## config.mk

```make
export PLATFORM = sky130hd
export DESIGN_NAME = ps2_host_tx
export DESIGN_NICKNAME = d
export VERILOG_FILES = /design/src/rtl/ps2_host_tx.sv
export SDC_FILE = /design/constraint.sdc
export NUM_CORES = 1
export LEC_CHECK = 0
export BUFFER_PORTS_ARGS = -buffer_cell sky130_fd_sc_hd__buf_2
export CAP_MARGIN = 20
export CORE_MARGIN = 2
export CORE_UTILIZATION = 45
export CTS_CLUSTER_SIZE = 30
export DETAILED_ROUTE_END_ITERATION = 10
export PLACE_DENSITY = 0.73
export SLEW_MARGIN = 20
export SYNTH_ARGS = -nofsm -noshare
export SYNTH_HDL_FRONTEND = slang
export SYNTH_SLANG_ARGS = --single-unit
```

## constraint.sdc

```tcl
create_clock -name CLK -period 2.7 [get_ports CLK]
set_input_delay 0.54 -clock CLK [delete_from_list [all_inputs] [get_ports CLK]]
set_output_delay 0.54 -clock CLK [all_outputs]
set_load 0.01 [all_outputs]
```

## src/rtl/ps2_host_tx.sv

```systemverilog
// PS/2 host-to-device transmitter: claims the bus, shifts one byte with odd
// parity on device clock falls, then checks the device acknowledge.
module ps2_host_tx #(
    parameter int INHIBIT_CYCLES = 4800,
    parameter int TIMEOUT_CYCLES = 600000
) (
    input  logic       CLK,
    input  logic       RESET,
    input  logic [7:0] TX_DATA,
    input  logic       TX_VALID,
    output logic       TX_READY,
    output logic       TX_BUSY,
    output logic       TX_DONE,
    output logic       TX_ERROR,
    input  logic       PS2_CLK_IN,
    input  logic       PS2_DATA_IN,
    output logic       PS2_CLK_OE,
    output logic       PS2_DATA_OE
);

    localparam int INH_W = $clog2(INHIBIT_CYCLES + 1);
    localparam int TO_W  = $clog2(TIMEOUT_CYCLES + 1);
    localparam logic [INH_W-1:0] INH_LAST  = INH_W'(INHIBIT_CYCLES - 1);
    localparam logic [INH_W-1:0] INH_START = INH_W'(INHIBIT_CYCLES - 2);
    localparam logic [TO_W-1:0]  TO_MAX    = TO_W'(TIMEOUT_CYCLES);
    localparam logic [TO_W-1:0]  TO_FIRE   = TO_W'(TIMEOUT_CYCLES - 1);

    typedef enum logic [2:0] {IDLE, INHIBIT, SHIFT, ACK, WAIT_IDLE} state_t;

    state_t            state;
    logic              clk_meta, clk_sync, clk_prev;
    logic              data_meta, data_sync;
    logic              fall;
    logic              timed_out;
    logic              idle_ok;
    logic [9:0]        shreg;
    logic [3:0]        bit_cnt;
    logic [INH_W-1:0]  inh_cnt;
    logic [TO_W-1:0]   to_cnt;
    logic              ack_ok;

    assign fall      = clk_prev & ~clk_sync;
    assign timed_out = (to_cnt >= TO_FIRE);
    assign idle_ok   = (state == WAIT_IDLE) && clk_sync && data_sync;

    // Presetting to 1 keeps a released bus from looking like a falling edge.
    always_ff @(posedge CLK or negedge RESET) begin
        if (!RESET) begin
            clk_meta  <= 1'b1;
            clk_sync  <= 1'b1;
            clk_prev  <= 1'b1;
            data_meta <= 1'b1;
            data_sync <= 1'b1;
        end else begin
            clk_meta  <= PS2_CLK_IN;
            clk_sync  <= clk_meta;
            clk_prev  <= clk_sync;
            data_meta <= PS2_DATA_IN;
            data_sync <= data_meta;
        end
    end

    always_ff @(posedge CLK or negedge RESET) begin
        if (!RESET) begin
            state       <= IDLE;
            TX_READY    <= 1'b0;
            TX_BUSY     <= 1'b0;
            TX_DONE     <= 1'b0;
            TX_ERROR    <= 1'b0;
            PS2_CLK_OE  <= 1'b0;
            PS2_DATA_OE <= 1'b0;
            shreg       <= '0;
            bit_cnt     <= '0;
            inh_cnt     <= '0;
            to_cnt      <= '0;
            ack_ok      <= 1'b0;
        end else begin
            TX_DONE  <= 1'b0;
            TX_ERROR <= 1'b0;
            case (state)
                IDLE: begin
                    if (TX_VALID && TX_READY) begin
                        shreg      <= {1'b1, ~^TX_DATA, TX_DATA};
                        bit_cnt    <= '0;
                        inh_cnt    <= '0;
                        PS2_CLK_OE <= 1'b1;
                        TX_READY   <= 1'b0;
                        TX_BUSY    <= 1'b1;
                        state      <= INHIBIT;
                    end else begin
                        TX_READY <= 1'b1;
                    end
                end
                INHIBIT: begin
                    if (inh_cnt == INH_LAST) begin
                        PS2_CLK_OE <= 1'b0;
                        to_cnt     <= '0;
                        state      <= SHIFT;
                    end else begin
                        inh_cnt <= inh_cnt + 1'b1;
                        // Start bit goes out one cycle before the clock is released.
                        if (inh_cnt == INH_START) begin
                            PS2_DATA_OE <= 1'b1;
                        end
                    end
                end
                SHIFT: begin
                    if (fall) begin
                        bit_cnt     <= bit_cnt + 1'b1;
                        PS2_DATA_OE <= ~shreg[0];
                        shreg       <= {1'b0, shreg[9:1]};
                        if (bit_cnt == 4'd9) begin
                            state <= ACK;
                        end
                    end
                end
                ACK: begin
                    if (fall) begin
                        bit_cnt <= bit_cnt + 1'b1;
                        ack_ok  <= ~data_sync;
                        state   <= WAIT_IDLE;
                    end
                end
                WAIT_IDLE: begin
                    if (idle_ok) begin
                        TX_DONE  <= ack_ok;
                        TX_ERROR <= ~ack_ok;
                        TX_BUSY  <= 1'b0;
                        state    <= IDLE;
                    end
                end
                default: state <= IDLE;
            endcase

            // Device watchdog; a fall always wins over an expiring count.
            if (state inside {SHIFT, ACK, WAIT_IDLE}) begin
                if (fall) begin
                    to_cnt <= '0;
                end else if (timed_out && !idle_ok) begin
                    PS2_CLK_OE  <= 1'b0;
                    PS2_DATA_OE <= 1'b0;
                    TX_ERROR    <= 1'b1;
                    TX_DONE     <= 1'b0;
                    TX_BUSY     <= 1'b0;
                    state       <= IDLE;
                end else if (to_cnt != TO_MAX) begin
                    to_cnt <= to_cnt + 1'b1;
                end
            end
        end
    end

endmodule

```

---- After elaboration in Yosys (flattened, before gate mapping) ----
Index checks and enable logic that the tools add are counted.
cells by class
  multiplexer cells ....................... 55
  eq/ne operators ......................... 12
  order comparisons ....................... 1
  multipliers ............................. 0
  add/subtract/negate cells ............... 3
  reductions and logical operators ........ 16
  divide/modulo/power cells ............... 0
  bitwise logic cells ..................... 5
  shift-type cells ........................ 0
operators with widths
  cell                                            number
  two-way mux 20 bit                              6
  two-way mux 1 bit                               27
  two-way mux 3 bit                               9
  == test 13 bit (second input constant)          2
  two-way mux 13 bit                              2
  one-hot mux 13 bit (2 select lines)             1
  adder 20 x 1 -> 20 bit (second input constant)  1
  >= comparator 20 bit (second input constant)    1
  two-way mux 10 bit                              2
  != test 20 bit (second input constant)          1
  one-hot mux 10 bit (2 select lines)             1
  one-hot mux 3 bit (5 select lines)              1
  adder 13 x 1 -> 13 bit (second input constant)  1
  AND reduction 3 bit                             3
  two-way mux 4 bit                               2
  one-hot mux 4 bit (2 select lines)              1
  XNOR reduction 8 bit                            1
  == test 3 x 2 -> 1 bit (second input constant)  2
  != test 2 bit (second input constant)           3
  one-hot mux 1 bit (2 select lines)              3
  nonzero test 2 bit                              3
  adder 4 x 1 -> 4 bit (second input constant)    1
  == test 4 bit (second input constant)           1
  logical AND 1 bit                               4
  other kinds (10)                                13
word-level totals
  memories ................................ 0
  word-level logic and storage cells ...... 109
  latch bits .............................. 0
  output and inout bits ................... 6
  bits in read-only memories .............. 0
  memory bits (writable) .................. 0
  register bits after elaboration ......... 62
  input port bits ......................... 13

---- Depth between registers and ports, before layout ----
Gate-level depths: netlist of run 1.
  depth in word-level cells ............... 8
  mapped depth ............................ 10
  gate-level depth less buffers ........... 8

---- Least setup slack after synthesis of run 1 ----
Ideal clock, no wire load.
  path kind ............................... reg-to-reg
  from .................................... register to_cnt[1]
  to ...................................... register to_cnt[16]
  period minus slack after synthesis ...... 2.174 ns
  library setup time ...................... 0.064 ns
  data required time ...................... 2.636 ns
  stages on the path, launching flop included .. 8
  arrival time ............................ 2.110 ns
  buffers on the path ..................... 0
  slack ................................... 0.526 ns
  cell sequence ........................... dfrtp_1 > ha_1 > nand4_2 > or4_4 > or3_1 > or3_1 > a21oi_1 > a21o_1
between the ends
  cells in the longest elaborated chain, start to end .. 5
  elaborated cells on any way between the ends .. 8
  those cells by class .................... 1 x add/sub; 1 x order compare; 1 x eq/ne; 4 x mux; 1 x reduce/logical
RTL lines
  item                                                     RTL line  source
  start, declared                                          39        logic [TO_W-1:0] to_cnt;
  start signal, assigned                                   147       to_cnt <= to_cnt + 1'b1;
  adder 20 x 1 -> 20 bit (tied with other cells)           147
  two-way mux 20 bit or logical AND 1 bit (tied branches)  146, 139
  two-way mux 20 bit *                                     139       end else if (timed_out && !idle_ok) begin
  two-way mux 20 bit *                                     137       if (fall) begin
  two-way mux 20 bit *                                     136       if (state inside {SHIFT, ACK, WAIT_IDLE}) begin
Every way passes the cells marked *; elsewhere a longest branch is shown, timed or not.
A chain may end at the register's enable or synchronous reset.

---- Worst setup path in the final report of run 1 ----
  from .................................... register to_cnt[17]
  to ...................................... register to_cnt[13]
between the ends
  cells in the longest elaborated chain, start to end .. 5
  elaborated cells on any way between the ends .. 7
  those cells by class .................... 1 x order compare; 1 x eq/ne; 4 x mux; 1 x reduce/logical
RTL lines
  item                                                     RTL line
  >= comparator 20 bit or != test 20 bit (tied branches)   43, 146
  logical AND 1 bit or two-way mux 20 bit (tied branches)  139, 146
  two-way mux 20 bit *                                     139
  two-way mux 20 bit *                                     137
  two-way mux 20 bit *                                     136
Marked as above.

==> reports/qor.log, run 1 <==
qor: outcome.status completed
qor: global_routing.gr-total-overflow 0
qor: power_and_ir_drop.finalPower 0.00173 W
qor: floorplanning.die_w 90.6 um
qor: logic_synthesis.async_reset_ff_frac 1.00
qor: clocking.post-cts-setup-buffer-count 0
qor: setup_path.slowest_delay 0.58 ns
qor: clocking.cts_tree built
qor: logic_synthesis.ys.warnings.count 0
qor: layout.layout-drive-gt1-share 0.154
qor: logic_synthesis.synth_top_family_by_area simple AND/OR/NAND/NOR gates
qor: placement.io_buffer_count 18
qor: routing.m1WireLength 3440 um
qor: sta.fmaxAchievable 412 MHz
qor: placement.dpl.hpwl 5070 um
qor: clocking.htree_levels 3
qor: setup_path.crit_slowest_cell sky130_fd_sc_hd__or4_1
qor: power_and_ir_drop.power.static_leakage 1.65 nW
qor: layout.nets 398
qor: global_routing.first_global_vias 2697
qor: sta.drv_slew 0
qor: clocking.clk_latency 0.35 ns
qor: job.max_cap_violations 0
qor: setup_path.worst_ep_arrival_time 2.66 ns
qor: logic_synthesis.synth_cells 353
qor: routing.top_layer met4
qor: sta.finalCritPeriodShare 0.899
qor: sta.fin_crit 2.43 ns
qor: clocking.cts.sink_count 62
qor: logic_synthesis.syn_avg_cell_area 9.57 um^2
qor: clocking.count_of_hold_buffers_inserted_by_post_cts_repair 0
qor: logic_synthesis.yosys.area_share.adder 0.0222
qor: placement.place.gp.congestion 0.901
qor: layout.syn2layout_area_growth 11.6%
qor: power_and_ir_drop.power_density 460 mW/mm^2
qor: floorplanning.y_dimension_of_the_die 90.6 um
qor: setup_path.path_buf_inv 0
qor: routing.detailed_route_wirelength_on_metal3 386 um
qor: routing.remaining_drc_errors 0
qor: clocking.cts.root.buffer_cell sky130_fd_sc_hd__clkbuf_8
qor: routing.vias 2734
qor: clocking.cts-buffers-inserted 9
qor: logic_synthesis.synthXorXnorAreaFrac 0.0441
qor: sta.tightestPinTransition 0.591 ns
qor: layout.layout.core_utilization 0.519
qor: clocking.cts_buffer_depth 2
qor: layout.fill_cells 667
qor: logic_synthesis.synth.mux.area_fraction 0.0337
qor: layout.layout_common_cells sky130_fd_sc_hd__dfrtp_1 (57), sky130_fd_sc_hd__nor2_1 (45), sky130_fd_sc_hd__a21oi_1 (28)
qor: floorplanning.initial_core_util 0.466
qor: setup_path.cp-end-kind flop
qor: logic_synthesis.synth_simple_gate_area_frac 0.254
qor: global_routing.globalRouteTotalUtil 0.194
qor: routing.detailedRoute.firstIterationViolations 148
qor: min_path.timing.hold.worst.class input port to asynchronous set/reset pin
qor: floorplanning.die_outline_area 0.00821 mm^2
qor: routing.final_antenna_net_count 0
qor: routing.postRouteWirelength 7280 um
qor: logic_synthesis.synth.ff_latch_count 62
qor: clocking.cts-resized-gates 0
qor: logic_synthesis.mapped_cell_area 0.00338 mm^2
qor: sta.grt_setup_unrepaired false
qor: global_routing.grt_max_degree 26
qor: floorplanning.rows 31
qor: setup_path.critPathLaunchType flop
qor: setup_path.worst_path_required_time 2.93 ns
qor: routing.mean_number_of_vias_per_cell 5.66
qor: clocking.worst_setup_hold_path_clk_slew 0.07 ns
qor: sta.report.final.setup_viol 0
qor: logic_synthesis.synth.yosys.seq_area_share 0.461
qor: logic_synthesis.yosysUniqueCellTypes 58
qor: setup_path.r2r_start to_cnt[17]
qor: floorplanning.boundaryPins 19
qor: setup_path.timing.setup.critical_path_class flop to flop
qor: setup_path.worst-path-max-fanout 14
qor: logic_synthesis.synth_edf_count 0
qor: power_and_ir_drop.power.ir.vdd_worst 0.288 mV
qor: routing.drt_pass1_iterations 4
qor: setup_path.crit_path_start to_cnt[17]
qor: routing.route.met2.wl 3310 um
qor: layout.num_antenna_cells 0
qor: layout.commonest_non_fill_non_tap_cell_in_the_layout sky130_fd_sc_hd__dfrtp_1
qor: logic_synthesis.postSynthNetCount 372
qor: logic_synthesis.ys_dominant_reg_cell sky130_fd_sc_hd__dfrtp_1
qor: sta.totalNegativeSetupSlack 0 ns
qor: setup_path.crit_family simple AND/OR/NAND/NOR gates
qor: sta.skew 0.0120 ns
qor: sta.maxSlewHeadroom 0.606
qor: routing.detail_route.wl_per_cell 15.1 um
qor: global_routing.number_of_antenna_violations_at_the_first_check_in_global_routing 0
qor: logic_synthesis.synth_compound_area_frac 0.155
qor: setup_path.path_cells or4_1, a211oi_2, nand3_1, nand2_1, nor4_1, a221o_1
qor: floorplanning.core_area 0.00725 mm^2
qor: global_routing.grt_pass1_wl 12800 um
qor: sta.timing.final.hold_violations 0
## through the flow
stage	area [um^2]	setup WS, ns	hold slack (ns)	instances
3_3_place_gp	3600	0.422	0.350	467
5_1_grt	3770	0.143	0.187	483
6_report	3770	0.272	0.154	483
2_1_floorplan	3380	0.526	0.244	353
4_1_cts	3770	0.314	0.163	483
3_5_place_dp	3600	0.365	0.350	467
## power by group
| part | internal (W) | switching, W | total (W) |
|---|---|---|---|
| combinational | 0.0000315 | 0.0000444 | 0.0000759 |
| sequential | 0.000948 | 0.00000965 | 0.000957 |
| clock | 0.000329 | 0.000372 | 0.000701 |
## final timing paths
kind	endpoint	slack [ns]	depth (start not counted)
setup / recovery	to_cnt[13]	0.27	6
hold / removal	to_cnt[12]	0.15	1
setup reg to reg	to_cnt[13]	0.27	6
hold reg to reg	data_sync	0.35	0
max in group asynchronous	clk_prev	1.78	2
min in group CLK	clk_meta	0.29	1
## Yosys cell counts (all sizes together), types with 4 or more instances
library cell	instances	area, um^2
dfrtp	57	1430
nor2	45	169
a21oi	28	140
nand2	26	97.6
nand3	15	87.6
o21ai	15	75.1
or3	12	75.1
nand4	11	75.1
xnor2	10	87.6
buf	9	53.8
and3	8	50.1
inv	8	30.0
mux2i	8	80.1
a21o	7	52.6
nor4	7	43.8
xor2	7	61.3
a221o	6	60.1
ha	6	75.1
clkbuf	5	18.8
dfstp	5	131
nor3b	5	48.8
and2	4	25.0
nand2b	4	25.0
nor2b	4	25.0
nor3	4	20.0
or4	4	33.8
## sequential cells by signal, summed over array words and instances, names as in the netlist
signal       flops
to_cnt          20
inh_cnt         13
shreg           10
bit_cnt          4
state            3
PS2_CLK_OE       1
PS2_DATA_OE      1
TX_BUSY          1
TX_DONE          1
TX_ERROR         1
TX_READY         1
ack_ok           1
clk_meta         1
clk_prev         1
clk_sync         1
data_meta        1
data_sync        1
## cell type report
| type | count | area, um^2 | area share |
|---|---|---|---|
| Tap cell | 99 | 124 | 0.0329 |
| Sequential cell | 62 | 1560 | 0.413 |
| Clock buffer | 10 | 128 | 0.0339 |
| Multi-Input combinational cell | 269 | 1720 | 0.456 |
| Timing Repair Buffer | 29 | 173 | 0.0458 |
| Clock inverter | 6 | 38.8 | 0.0103 |
| Inverter | 8 | 30.0 | 0.00797 |
## routing by layer
metal,up-vias,GRT usage
met3,12,0.0426
met4,0,0.0910
met5,-,0
met2,73,0.305
met1,1314,0.256
li1,1335,-
## logic make-up (layout without fill, tap and decap cells)
logic type      after synthesis  count (layout)
simple gates                158             158
compound gates               77              77
flops                        62              62
buf+inv                      22              53
xor+xnor                     17              17
mux                          11              11
fa+ha+maj                     6               6
Note: power is estimated with default switching activity, not from simulation.
==> run 2: changes to the inputs <==
Settings changed: ABC_CLOCK_PERIOD_IN_PS from default to 2700, RECOVER_POWER from default to 100.
==> reports/qor.log, run 2 (synthesized netlist as in run 1, its figures left out) <==
qor: routing.postRouteWirelength 7290 um
qor: power_and_ir_drop.power.ir.vdd_worst 0.287 mV
qor: layout.area_of_the_multi_input_gates 0.00171 mm^2
qor: layout.nets 398
qor: clocking.htree_levels 3
qor: layout.largest_register_ff_count 20
qor: layout.sequential_cell_area 0.00156 mm^2
qor: power_and_ir_drop.power.static_leakage 1.60 nW
qor: routing.drt_pass1_iterations 5
qor: setup_path.worst_ep_arrival_time 2.65 ns
qor: clocking.cts-resized-gates 0
qor: setup_path.cp-end-kind flop
qor: global_routing.grt_max_degree 26
qor: setup_path.worst-path-max-fanout 14
qor: placement.dpl.hpwl 5070 um
qor: sta.post-route-worst-setup-slack 0.276 ns
qor: clocking.cts.sink_count 62
qor: floorplanning.die_outline_area 0.00821 mm^2
qor: sta.drv_slew 0
qor: layout.layout.core_utilization 0.516
qor: global_routing.globalRouteTotalUtil 0.194
qor: layout.commonest_non_fill_non_tap_cell_in_the_layout sky130_fd_sc_hd__dfrtp_1
qor: sta.report.final.setup_viol 0
qor: setup_path.worst_path_required_time 2.93 ns
qor: layout.layout-drive-gt1-share 0.122
qor: setup_path.timing.setup.critical_path_class flop to flop
qor: sta.fin_crit 2.42 ns
qor: setup_path.crit_path_start to_cnt[17]
qor: clocking.clk_latency 0.35 ns
qor: layout.syn2layout_area_growth 10.8%
qor: sta.tightestPinTransition 1.21 ns
qor: sta.totalNegativeSetupSlack 0 ns
qor: min_path.hp-start PS2_CLK_IN
qor: placement.place_ws 0.365 ns
qor: layout.fill_cells 669
qor: routing.final_antenna_net_count 0
qor: routing.mean_number_of_vias_per_cell 5.68
qor: layout.top_regs to_cnt: 20 flops, inh_cnt: 13 flops, shreg: 10 flops
qor: sta.maxSlewHeadroom 0.190
qor: placement.io_buffer_count 18
qor: clocking.cts_tree built
qor: routing.vias 2745
qor: floorplanning.boundaryPins 19
qor: clocking.cts_buffer_depth 2
qor: sta.finalCritPeriodShare 0.898
qor: job.max_cap_violations 0
qor: power_and_ir_drop.finalPower 0.00173 W
qor: floorplanning.die_w 90.6 um
qor: routing.detailedRoute.firstIterationViolations 201
qor: global_routing.gr-total-overflow 0
qor: sta.fmaxAchievable 413 MHz
qor: sta.grt_setup_unrepaired false
qor: outcome.status completed
qor: global_routing.first_global_vias 2697
qor: floorplanning.core_area 0.00725 mm^2
qor: global_routing.grt_pass1_wl 12800 um
qor: placement.place.gp.congestion 0.901
qor: routing.remaining_drc_errors 0
qor: sta.min_hold_slack 0.292 ns
qor: clocking.count_of_hold_buffers_inserted_by_post_cts_repair 0
qor: floorplanning.initial_core_util 0.466
qor: power_and_ir_drop.power_density 463 mW/mm^2
qor: min_path.timing.hold.worst.class input port to flop
qor: layout.layout_common_cells sky130_fd_sc_hd__dfrtp_1 (57), sky130_fd_sc_hd__nor2_1 (45), sky130_fd_sc_hd__a21oi_1 (28)
qor: setup_path.r2r_start to_cnt[17]
qor: layout.num_antenna_cells 0
qor: clocking.cts.root.buffer_cell sky130_fd_sc_hd__clkbuf_8
qor: clocking.worst_setup_hold_path_clk_slew 0.06 ns
qor: setup_path.critPathLaunchType flop
qor: sta.timing.final.hold_violations 0
qor: sta.skew 0.0117 ns
qor: global_routing.number_of_antenna_violations_at_the_first_check_in_global_routing 0
qor: floorplanning.rows 31
qor: routing.detail_route.wl_per_cell 15.1 um
qor: floorplanning.y_dimension_of_the_die 90.6 um
qor: layout.largest-register to_cnt
qor: clocking.cts-buffers-inserted 9
qor: clocking.post-cts-setup-buffer-count 0
## run 2: cell types whose count changed in the layout (fill, tap and decap cells not counted), sizes merged
cell    before  now
clkbuf      10   20
buf         29   19
## run 2: worst paths after layout
path	end	slack, ns	cells past startpoint
worst max-delay path	to_cnt[13]	0.28	6
worst min-delay path	clk_meta	0.29	1
worst max register to register	to_cnt[13]	0.28	6
worst min register to register	data_sync	0.35	0
max in group asynchronous	to_cnt[19]	0.90	2
min in group asynchronous	to_cnt[12]	0.43	1
## run 2: area by class of cell
cell class,instances,area share
Inverter,8,0.00802
Multi-Input combinational cell,269,0.457
Tap cell,99,0.0331
Clock buffer,10,0.0341
Clock inverter,6,0.0104
Sequential cell,62,0.416
Timing Repair Buffer,29,0.0411
## run 2: report_power, final
part | leakage (nW) | switching [W] | total (W) | internal (W)
logic | 0.741 | 0.0000444 | 0.0000746 | 0.0000302
registers | 0.778 | 0.00000969 | 0.000957 | 0.000947
clock network | 0.0820 | 0.000373 | 0.000702 | 0.000329
total | 1.60 | 0.000427 | 0.00173 | 0.00131
## run 2: critical path, cell delays in order, from the launching register on
cell                       delay (ns)
sky130_fd_sc_hd__dfrtp_1         0.46
sky130_fd_sc_hd__or4_1           0.58
sky130_fd_sc_hd__a211oi_2        0.24
sky130_fd_sc_hd__nand3_1         0.19
sky130_fd_sc_hd__nand2_1         0.46
sky130_fd_sc_hd__nor4_1          0.11
sky130_fd_sc_hd__a221o_1         0.27
## run 2: metal layers
metal / vias to the layer above / share of wire / global-route usage
met3: 10 / 0.059 / 0.0426
met2: 83 / 0.46 / 0.305
met1: 1312 / 0.46 / 0.256
met5: - / 0 / 0
met4: 0 / 0.020 / 0.0910
li1: 1340 / - / -
## run 2: stage by stage
stage / instances / cell area (um^2)
6_report: 483 / 3740
3_5_place_dp: 467 / 3600
5_1_grt: 483 / 3740
2_1_floorplan: 353 / 3380
3_3_place_gp: 467 / 3600
4_1_cts: 483 / 3770
